[config.mk]
export PLATFORM = sky130hd
export DESIGN_NAME = exe_muldiv_seq
export DESIGN_NICKNAME = d
export VERILOG_FILES = /design/src/rtl/exe_muldiv_seq.sv
export SDC_FILE = /design/constraint.sdc
export NUM_CORES = 1
export LEC_CHECK = 0
export CAP_MARGIN = 20
export CORE_ASPECT_RATIO = 1.2
export CORE_MARGIN = 10
export CORE_UTILIZATION = 60
export DETAILED_ROUTE_END_ITERATION = 10
export HOLD_SLACK_MARGIN = 0.15
export PLACE_DENSITY = 0.84
export SYNTH_ARGS = -nofsm -noshare
export SYNTH_HDL_FRONTEND = slang
export SYNTH_SLANG_ARGS = --single-unit
[constraint.sdc]
create_clock -name clk_i -period 4.06 [get_ports clk_i]
set_clock_uncertainty 0.15 [all_clocks]
set_input_delay 0.609 -clock clk_i [delete_from_list [all_inputs] [get_ports clk_i]]
set_output_delay 0.609 -clock clk_i [all_outputs]
set_load 0.01 [all_outputs]
[src/rtl/exe_muldiv_seq.sv]
// Sequential RISC-V M-extension unit: radix-2 shift-add multiply, restoring divide.
// One iteration per clock on operand magnitudes; sign fix-up applied in DONE.
module exe_muldiv_seq #(
  parameter int WIDTH = 32
) (
  input  logic             clk_i,
  input  logic             rst_i,
  input  logic             start_i,
  input  logic [2:0]       op_i,
  input  logic [WIDTH-1:0] op1_i,
  input  logic [WIDTH-1:0] op2_i,
  input  logic             flush_i,
  output logic             stall_o,
  output logic             valid_o,
  output logic [WIDTH-1:0] result_o
);
  localparam int CW = $clog2(WIDTH + 1);

  typedef enum logic [1:0] {IDLE, CALC, DONE} state_t;

  state_t             state_q, state_d;
  logic [CW-1:0]      cnt_q;
  logic [2:0]         op_q;
  logic               neg_q, neg_r;
  logic [WIDTH-1:0]   divs_q;   // multiplicand or divisor magnitude
  logic [2*WIDTH-1:0] prod_q;   // low half: multiplier / dividend, becomes quotient
  logic [WIDTH-1:0]   rem_q;
  logic [WIDTH-1:0]   result_q;

  // request decode
  logic             is_div, sgn1, sgn2, neg1, neg2, div_zero, div_ovf, special, accept;
  logic [WIDTH-1:0] mag1, mag2;

  always_comb begin
    is_div   = op_i[2];
    sgn1     = is_div ? ~op_i[0] : (op_i[1:0] == 2'b01 || op_i[1:0] == 2'b10);
    sgn2     = is_div ? ~op_i[0] : (op_i[1:0] == 2'b01);
    neg1     = sgn1 & op1_i[WIDTH-1];
    neg2     = sgn2 & op2_i[WIDTH-1];
    mag1     = neg1 ? -op1_i : op1_i;
    mag2     = neg2 ? -op2_i : op2_i;
    div_zero = is_div && (op2_i == '0);
    div_ovf  = is_div && !op_i[0] && (op1_i == {1'b1, {(WIDTH-1){1'b0}}}) && (op2_i == '1);
    special  = div_zero | div_ovf;
    accept   = (state_q == IDLE) && start_i && !flush_i;
  end

  // iteration step
  logic [WIDTH:0]     mul_sum, div_shift;
  logic [WIDTH+1:0]   div_diff;
  logic [2*WIDTH-1:0] mul_next;
  logic [WIDTH-1:0]   rem_next, quo_next;

  always_comb begin
    mul_sum   = {1'b0, prod_q[2*WIDTH-1:WIDTH]} + {1'b0, divs_q};
    mul_next  = prod_q[0] ? {mul_sum, prod_q[WIDTH-1:1]} : {1'b0, prod_q[2*WIDTH-1:1]};
    div_shift = {rem_q, prod_q[WIDTH-1]};
    div_diff  = {1'b0, div_shift} - {2'b00, divs_q};
    // a borrow means the divisor did not fit: keep the shifted remainder
    rem_next  = div_diff[WIDTH+1] ? div_shift[WIDTH-1:0] : div_diff[WIDTH-1:0];
    quo_next  = {prod_q[WIDTH-2:0], ~div_diff[WIDTH+1]};
  end

  // sign correction and result selection
  logic [2*WIDTH-1:0] prod_c;
  logic [WIDTH-1:0]   quo_raw, quo_c, rem_c, res_calc;

  always_comb begin
    quo_raw = prod_q[WIDTH-1:0];
    prod_c  = neg_q ? -prod_q : prod_q;
    quo_c   = neg_q ? -quo_raw : quo_raw;
    rem_c   = neg_r ? -rem_q : rem_q;
    case (op_q)
      3'b000:                 res_calc = prod_c[WIDTH-1:0];
      3'b001, 3'b010, 3'b011: res_calc = prod_c[2*WIDTH-1:WIDTH];
      3'b100, 3'b101:         res_calc = quo_c;
      default:                res_calc = rem_c;
    endcase
  end

  always_ff @(posedge clk_i) begin
    if (rst_i) state_q <= IDLE;
    else       state_q <= state_d;
  end

  always_comb begin
    state_d = state_q;
    stall_o = 1'b0;
    valid_o = 1'b0;
    case (state_q)
      IDLE: begin
        stall_o = start_i;
        if (start_i) state_d = special ? DONE : CALC;
      end
      CALC: begin
        stall_o = 1'b1;
        if (cnt_q == CW'(1)) state_d = DONE;
      end
      DONE: begin
        valid_o = 1'b1;
        state_d = IDLE;
      end
      default: state_d = IDLE;
    endcase
    if (flush_i) state_d = IDLE;
  end

  always_ff @(posedge clk_i) begin
    if (rst_i) begin
      cnt_q    <= '0;
      op_q     <= '0;
      neg_q    <= 1'b0;
      neg_r    <= 1'b0;
      divs_q   <= '0;
      prod_q   <= '0;
      rem_q    <= '0;
      result_q <= '0;
    end else begin
      if (accept) begin
        op_q   <= op_i;
        divs_q <= mag2;
        if (div_zero) begin
          // preload registers so the normal DONE path yields the fixed results
          cnt_q  <= '0;
          neg_q  <= 1'b0;
          neg_r  <= 1'b0;
          prod_q <= {{WIDTH{1'b0}}, {WIDTH{1'b1}}};
          rem_q  <= op1_i;
        end else if (div_ovf) begin
          cnt_q  <= '0;
          neg_q  <= 1'b0;
          neg_r  <= 1'b0;
          prod_q <= {{WIDTH{1'b0}}, 1'b1, {(WIDTH-1){1'b0}}};
          rem_q  <= '0;
        end else begin
          cnt_q  <= CW'(WIDTH);
          neg_q  <= neg1 ^ neg2;
          neg_r  <= neg1;
          prod_q <= {{WIDTH{1'b0}}, mag1};
          rem_q  <= '0;
        end
      end else if (state_q == CALC) begin
        cnt_q <= cnt_q - CW'(1);
        if (op_q[2]) begin
          prod_q[WIDTH-1:0] <= quo_next;
          rem_q             <= rem_next;
        end else begin
          prod_q <= mul_next;
        end
      end
      if (state_q == DONE) result_q <= res_calc;
    end
  end

  assign result_o = (state_q == DONE) ? res_calc : result_q;

endmodule

* Word-level counts from Yosys, hierarchy flattened
Cells that the tools add are included.
Storage, ports and cells: flip-flop bits (word level) 173, input bits 71, output and inout port bits 34, logic and storage cells 94
Cells by class: add/sub/neg operators 8, equality and inequality tests 15, multiplexer cells 35, bitwise operators 6, reduce and logical (&&, ||, !) cells 20
Operator list (count):
- two-way mux 32 bit | 14
- two-way mux 64 bit | 4
- negation 32 bit | 4
- case mux 32 bit (3 select lines) | 1
- equality test 32 bit, second input constant | 2
- negation 64 bit | 1
- subtractor 33 x 32 -> 34 bit | 1
- adder 32 x 32 -> 33 bit | 1
- logical NOT 32 bit | 1
- two-way mux 6 bit | 4
- two-way mux 1 bit | 7
- equality test 3 x 2 -> 1 bit, second input constant | 2
- equality test 3 bit, second input constant | 2
- equality test 6 x 1 -> 1 bit, second input constant | 1
- logical AND 1 bit | 6
- two-way mux 2 bit | 3
- AND reduction 2 bit | 3
- subtractor 6 x 1 -> 6 bit, second input constant | 1
- equality test 2 x 1 -> 1 bit, second input constant | 2
- equality test 2 bit, second input constant | 2
- inequality test 2 bit, second input constant | 2
- case mux 2 bit (2 select lines) | 1
- nonzero test 2 bit | 2
- OR reduction 2 bit | 2
- other kinds (12) | 15

* Depth between registers and ports, before layout
depth in word-level cells 8, depth in mapped cells 13

* Worst setup path after synthesis
Ideal clock, no wire load.
path kind register to output, start register prod_q[0], end output port result_o[28], data arrival time 2.808 ns, required time 3.301 ns, path slack 0.493 ns, stages on the path, launching flop included 13, buffers on the path 2, cell sequence dfxtp_1 clkbuf_1 inv_1 ha_1 or4b_1 nor3_2 nand2_1 or2_1 buf_2 o41ai_1 xnor2_1 a21oi_1 nor2_1
On the way: word-level cells in the longest chain between the ends 4, elaborated cells between the ends (all ways) 6, classes of those cells 2 x add/sub; 4 x mux
RTL lines:
- from (decl) | line 26 | logic [2*WIDTH-1:0] prod_q;
- from (signal assigned) | line 127 | prod_q <= {{WIDTH{1'b0}}, {WIDTH{1'b1}}};
- from (signal assigned) | line 133 | prod_q <= {{WIDTH{1'b0}}, 1'b1, {(WIDTH-1){1'b0}}};
- from (signal assigned) | line 139 | prod_q <= {{WIDTH{1'b0}}, mag1};
- negation 64 bit or negation 32 bit (tied branches) | line 70, 71
- two-way mux 64 bit or two-way mux 32 bit (tied branches) | line 70, 71
- case mux 32 bit (3 select lines) * | line 73 | case (op_q)
- two-way mux 32 bit *
- to (decl) | line 15 | output logic [WIDTH-1:0] result_o
Mark *: on every way between the ends. The rest lies on a longest branch, timed or not.

* Worst setup path after layout
start register prod_q[25], end output port result_o[10]
On the way: word-level cells in the longest chain between the ends 4
RTL lines:
- negation 64 bit | line 70 | prod_c = neg_q ? -prod_q : prod_q;
- two-way mux 64 bit | line 70
- case mux 32 bit (3 select lines) | line 73
- two-way mux 32 bit
No other way between the ends.

==> results by group <==
Floorplanning
  – Die Height: between 150 and 200 um
  – Number of I/O pins: about 110
  – Initial Util: 60.90%
  – Number of cell rows: 63
  – Core Box Area: about 25,000 um^2
  – Die area: roughly 32,000 um^2
  – DIE WIDTH: 164.7 um

Timing
  – Hold Vio Cnt, Final: 0
  – Fmax achieved: 243.8 MHz
  – RSZ-0062 raised after global routing: true
  – Final min period: 4.102 ns
  – Final worst setup slack: -0.04167 ns
  – Fin crit share: 101.0%
  – Slew @ Worst Pin: 1.015 ns
  – Max transition margin: 32.05%
  – Slew Viols, Final: 0
  – Final setup fails: 2

Power
  – Share of power burned in registers: 32.6%
  – Sw Pwr: approximately 0.0022 W
  – Net Sw Frac: about two fifths
  – Pint: 0.003637 W
  – Clock share of power: between 20 and 30%
  – Gate power share: 38.4%
  – Pwr/cell area: 319.0 nW/um^2
  – Worst vdd ir: 313.8 uV
  – Static leakage: 7.173 nW

Global routing
  – Initial antenna violation count: 1
  – GRT Total Usage: 36.85%
  – Grt total ovfl: 0
  – Number of global-route vias before repair: approximately 16,000
  – Global-route wire length before repair: 93.06 mm
  – Largest net degree at the start of global routing: 109

Synthesis
  – Area contributors post-synth: dfxtp_1 23%, nor2_1 6.1%, xnor2_1 6.0%
  – Share of the synthesized area in the top cell type: 22.98%
  – Dominant cell type by area after synthesis: dfxtp_1
  – Post-synth EDFFs: 0
  – Yosys warning count: 0
  – Post-Syn Nets: 2,173
  – Cell Area, Synth: 15,070 um^2
  – Post-synthesis sequential area ratio: around 23%
  – Number of synthesized register bits: 173
  – Dominant synthesized flop cell: dfxtp_1
  – Yosys cell types: 91
  – Async S/R FF share, synth: 0%
  – Mapped Cells: 2,028
  – Syn Area/Cell: 7.433 um^2

Worst setup path
  – Critical setup path kind: flop to output pin
  – CP Max Fanout: 2
  – Critical Path RT: 3.30 ns
  – Worst Setup End Kind: output pin
  – WP data arrival: around 3.3 ns
  – Worst setup SP type: flop

Run status
  – Status: complete, but fails checks
  – Violated checks: negative setup slack

Min path
  – Hold WC Path Type: flop to flop

Flow run
  – Max-cap violations: 0

Drt
  – DR vias: 17,220
  – Detailed Route WL: 61.50 mm
  – Final ANT Viol Nets: 0
  – DRC: 0
  – Vias per inst: 6.801
  – 1st-pass router iterations: 8
  – DR iter-0 viols: about 2,400
  – Routed WL per cell: 24.29 um

Finish
  – Final #Nets: 2,338
  – Share of cells above drive strength 1: 15.73%
  – Fin cells: between 2,000 and 3,000
  – Utilization after layout: 74.41%
  – Area grow syn2layout: 22.18%

Clocking
  – CTS Hold Bufs: 0
  – Clk_lat worst skew: 0.45 ns
  – Clk sinks: 173
  – TritonCTS clock tree: yes
  – Max H-tree Level: 4
  – Clock tree buffer depth: 2
  – Root Buffer: clkbuf_16
  – Clock-pin slew on the worst setup and hold paths: 0.08 ns
  – Inserted Clock Buffers: 17

Placed design
  – Placer Congestion: between 1 and 1.5
  – I/O Buffers: 104
  – DP HPWL: approximately 46 mm
  – Placed cells: 2,470
-- per-layer routing --
layer  track usage, %  vias to the layer above  share of wire (%)
met5                0                        -                  0
met4            23.41                        0                8.0
met3            8.942                      331                 11
met2            58.22                     1148                 45
met1            43.51                     7972                 36
li1                 -                     7768                  -
-- registers in the layout, summed over array words and instances (netlist names) --
name / count
state_q: 2
prod_q: 64
neg_r: 1
op_q: 3
rem_q: 32
result_q: 32
neg_q: 1
cnt_q: 6
divs_q: 32
-- cells in the mapped netlist (6+ instances only) --
cell / instances
mux2_2: 13
or3_1: 16
buf_2: 10
a311oi_1: 18
a221oi_1: 11
clkbuf_1: 106
o21a_1: 8
inv_1: 73
buf_1: 12
o21bai_1: 14
nor3_1: 64
a22oi_1: 22
nor3b_1: 8
o21ai_0: 78
nand2b_1: 21
o22ai_1: 24
nor4b_1: 6
xnor2_1: 103
o211ai_1: 17
xor2_1: 92
nand4_1: 17
nand3_1: 33
a21oi_1: 157
a31oi_1: 39
nor4_1: 17
o21ai_1: 11
nand2_1: 174
o31ai_1: 40
a211oi_1: 56
ha_1: 72
or4_1: 15
o221ai_1: 11
nor2b_1: 30
a21o_1: 37
nor2_1: 244
mux2i_1: 40
dfxtp_1: 173
and3_1: 12
o41ai_1: 21
-- stage by stage --
| stage | setup TNS (ns) | area, um^2 | setup WS [ns] | power (W) | hold slack [ns] |
|---|---|---|---|---|---|
| finish | -0.05355 | 18420 | -0.04167 | 0.005875 | 0.3587 |
| global route | -0.7362 | 18410 | -0.08790 | 0.006094 | 0.3963 |
| CTS | -0.2184 | 18140 | -0.1171 | 0.005718 | 0.3689 |
| detailed placement | 0 | 17170 | 0.01057 | 0.003988 | 0.3535 |
| global placement | 0 | 17170 | 0.06476 | 0.003950 | 0.3364 |
| floorplan | 0 | 15070 | 0.4934 | 0.003259 | 0.2992 |
-- cells by family (layout without fill, tap and decap cells) --
| logic type | after synthesis | in the layout | share of synthesized area, % |
|---|---|---|---|
| and+or+nand+nor | 698 | 698 | 22.26 |
| AOI/OAI and AO/OA | 628 | 628 | 28.12 |
| buffers and inverters | 207 | 385 | 5.437 |
| xor gates and xnor gates | 195 | 195 | 11.33 |
| DFF | 173 | 173 | 22.98 |
| adders and majority gates | 74 | 74 | 6.242 |
| muxes | 53 | 53 | 3.627 |
| other | 0 | 1 | 0 |
-- power by group through the flow --
stage               sequential (W)  clock, W  combinational, W
global route               0.00192   0.00176           0.00241
detailed placement         0.00194         0           0.00205
floorplan                  0.00190         0           0.00136
finish                     0.00192   0.00170           0.00226
global placement           0.00194         0           0.00201
CTS                        0.00190   0.00169           0.00212
-- cell type report --
cell class                 instances  area [um^2]
timing repair buffer             279         2361
clock inverter                    12        136.4
sequential                       173         3468
antenna                            1        2.502
tap                              325        406.6
multi-input combinational       1648        11320
clock buffer                      20        446.7
fill                            1940         6335
inverter                          74        277.8
-- repair_timing --
action	in CTS	in global routing
resized for setup	144	55
setup buffers	19	9
pin swaps	39	30
endpoints found under the setup margin	32	33
-- critical path: stages, from the launching register on --
cell and delay (ns):
dfxtp_2 0.32, or4_4 0.56, nor4_4 0.26, buf_4 0.19
buf_6 0.09, nand3b_1 0.10, or4_4 0.43, o21ai_2 0.15
xnor2_1 0.09, a222oi_1 0.36, a21oi_1 0.15, buf_2 0.17
-- cell usage in the layout (no fill, tap or decap), types with 13 or more instances in the layout --
cell type,n
nand2_1,171
buf_4,164
buf_2,14
xor2_1,91
o22ai_1,24
o211ai_1,17
a21o_1,37
nor4_1,13
inv_1,71
o21bai_1,14
a311oi_1,18
a31oi_1,39
nand3_1,31
dfxtp_1,169
ha_1,71
nor2b_1,29
a21oi_1,151
nand2b_1,19
a22oi_1,22
xnor2_1,101
o21ai_0,73
mux2_2,13
clkdlybuf4s50_1,71
a211oi_1,53
nor2_1,242
nor3_1,62
clkbuf_16,17
mux2i_1,40
o31ai_1,30
nand4_1,17
-- worst paths after layout --
kind	start	to	slack, ns	cells after the start
max	prod_q[25]	result_o[10]	-0.04	11
min reg2reg	result_q[22]	result_q[22]	0.36	2
max reg2reg	prod_q[32]	prod_q[63]	0.30	12
min	result_q[22]	result_q[22]	0.36	2
(Power assumes the default switching activity.)
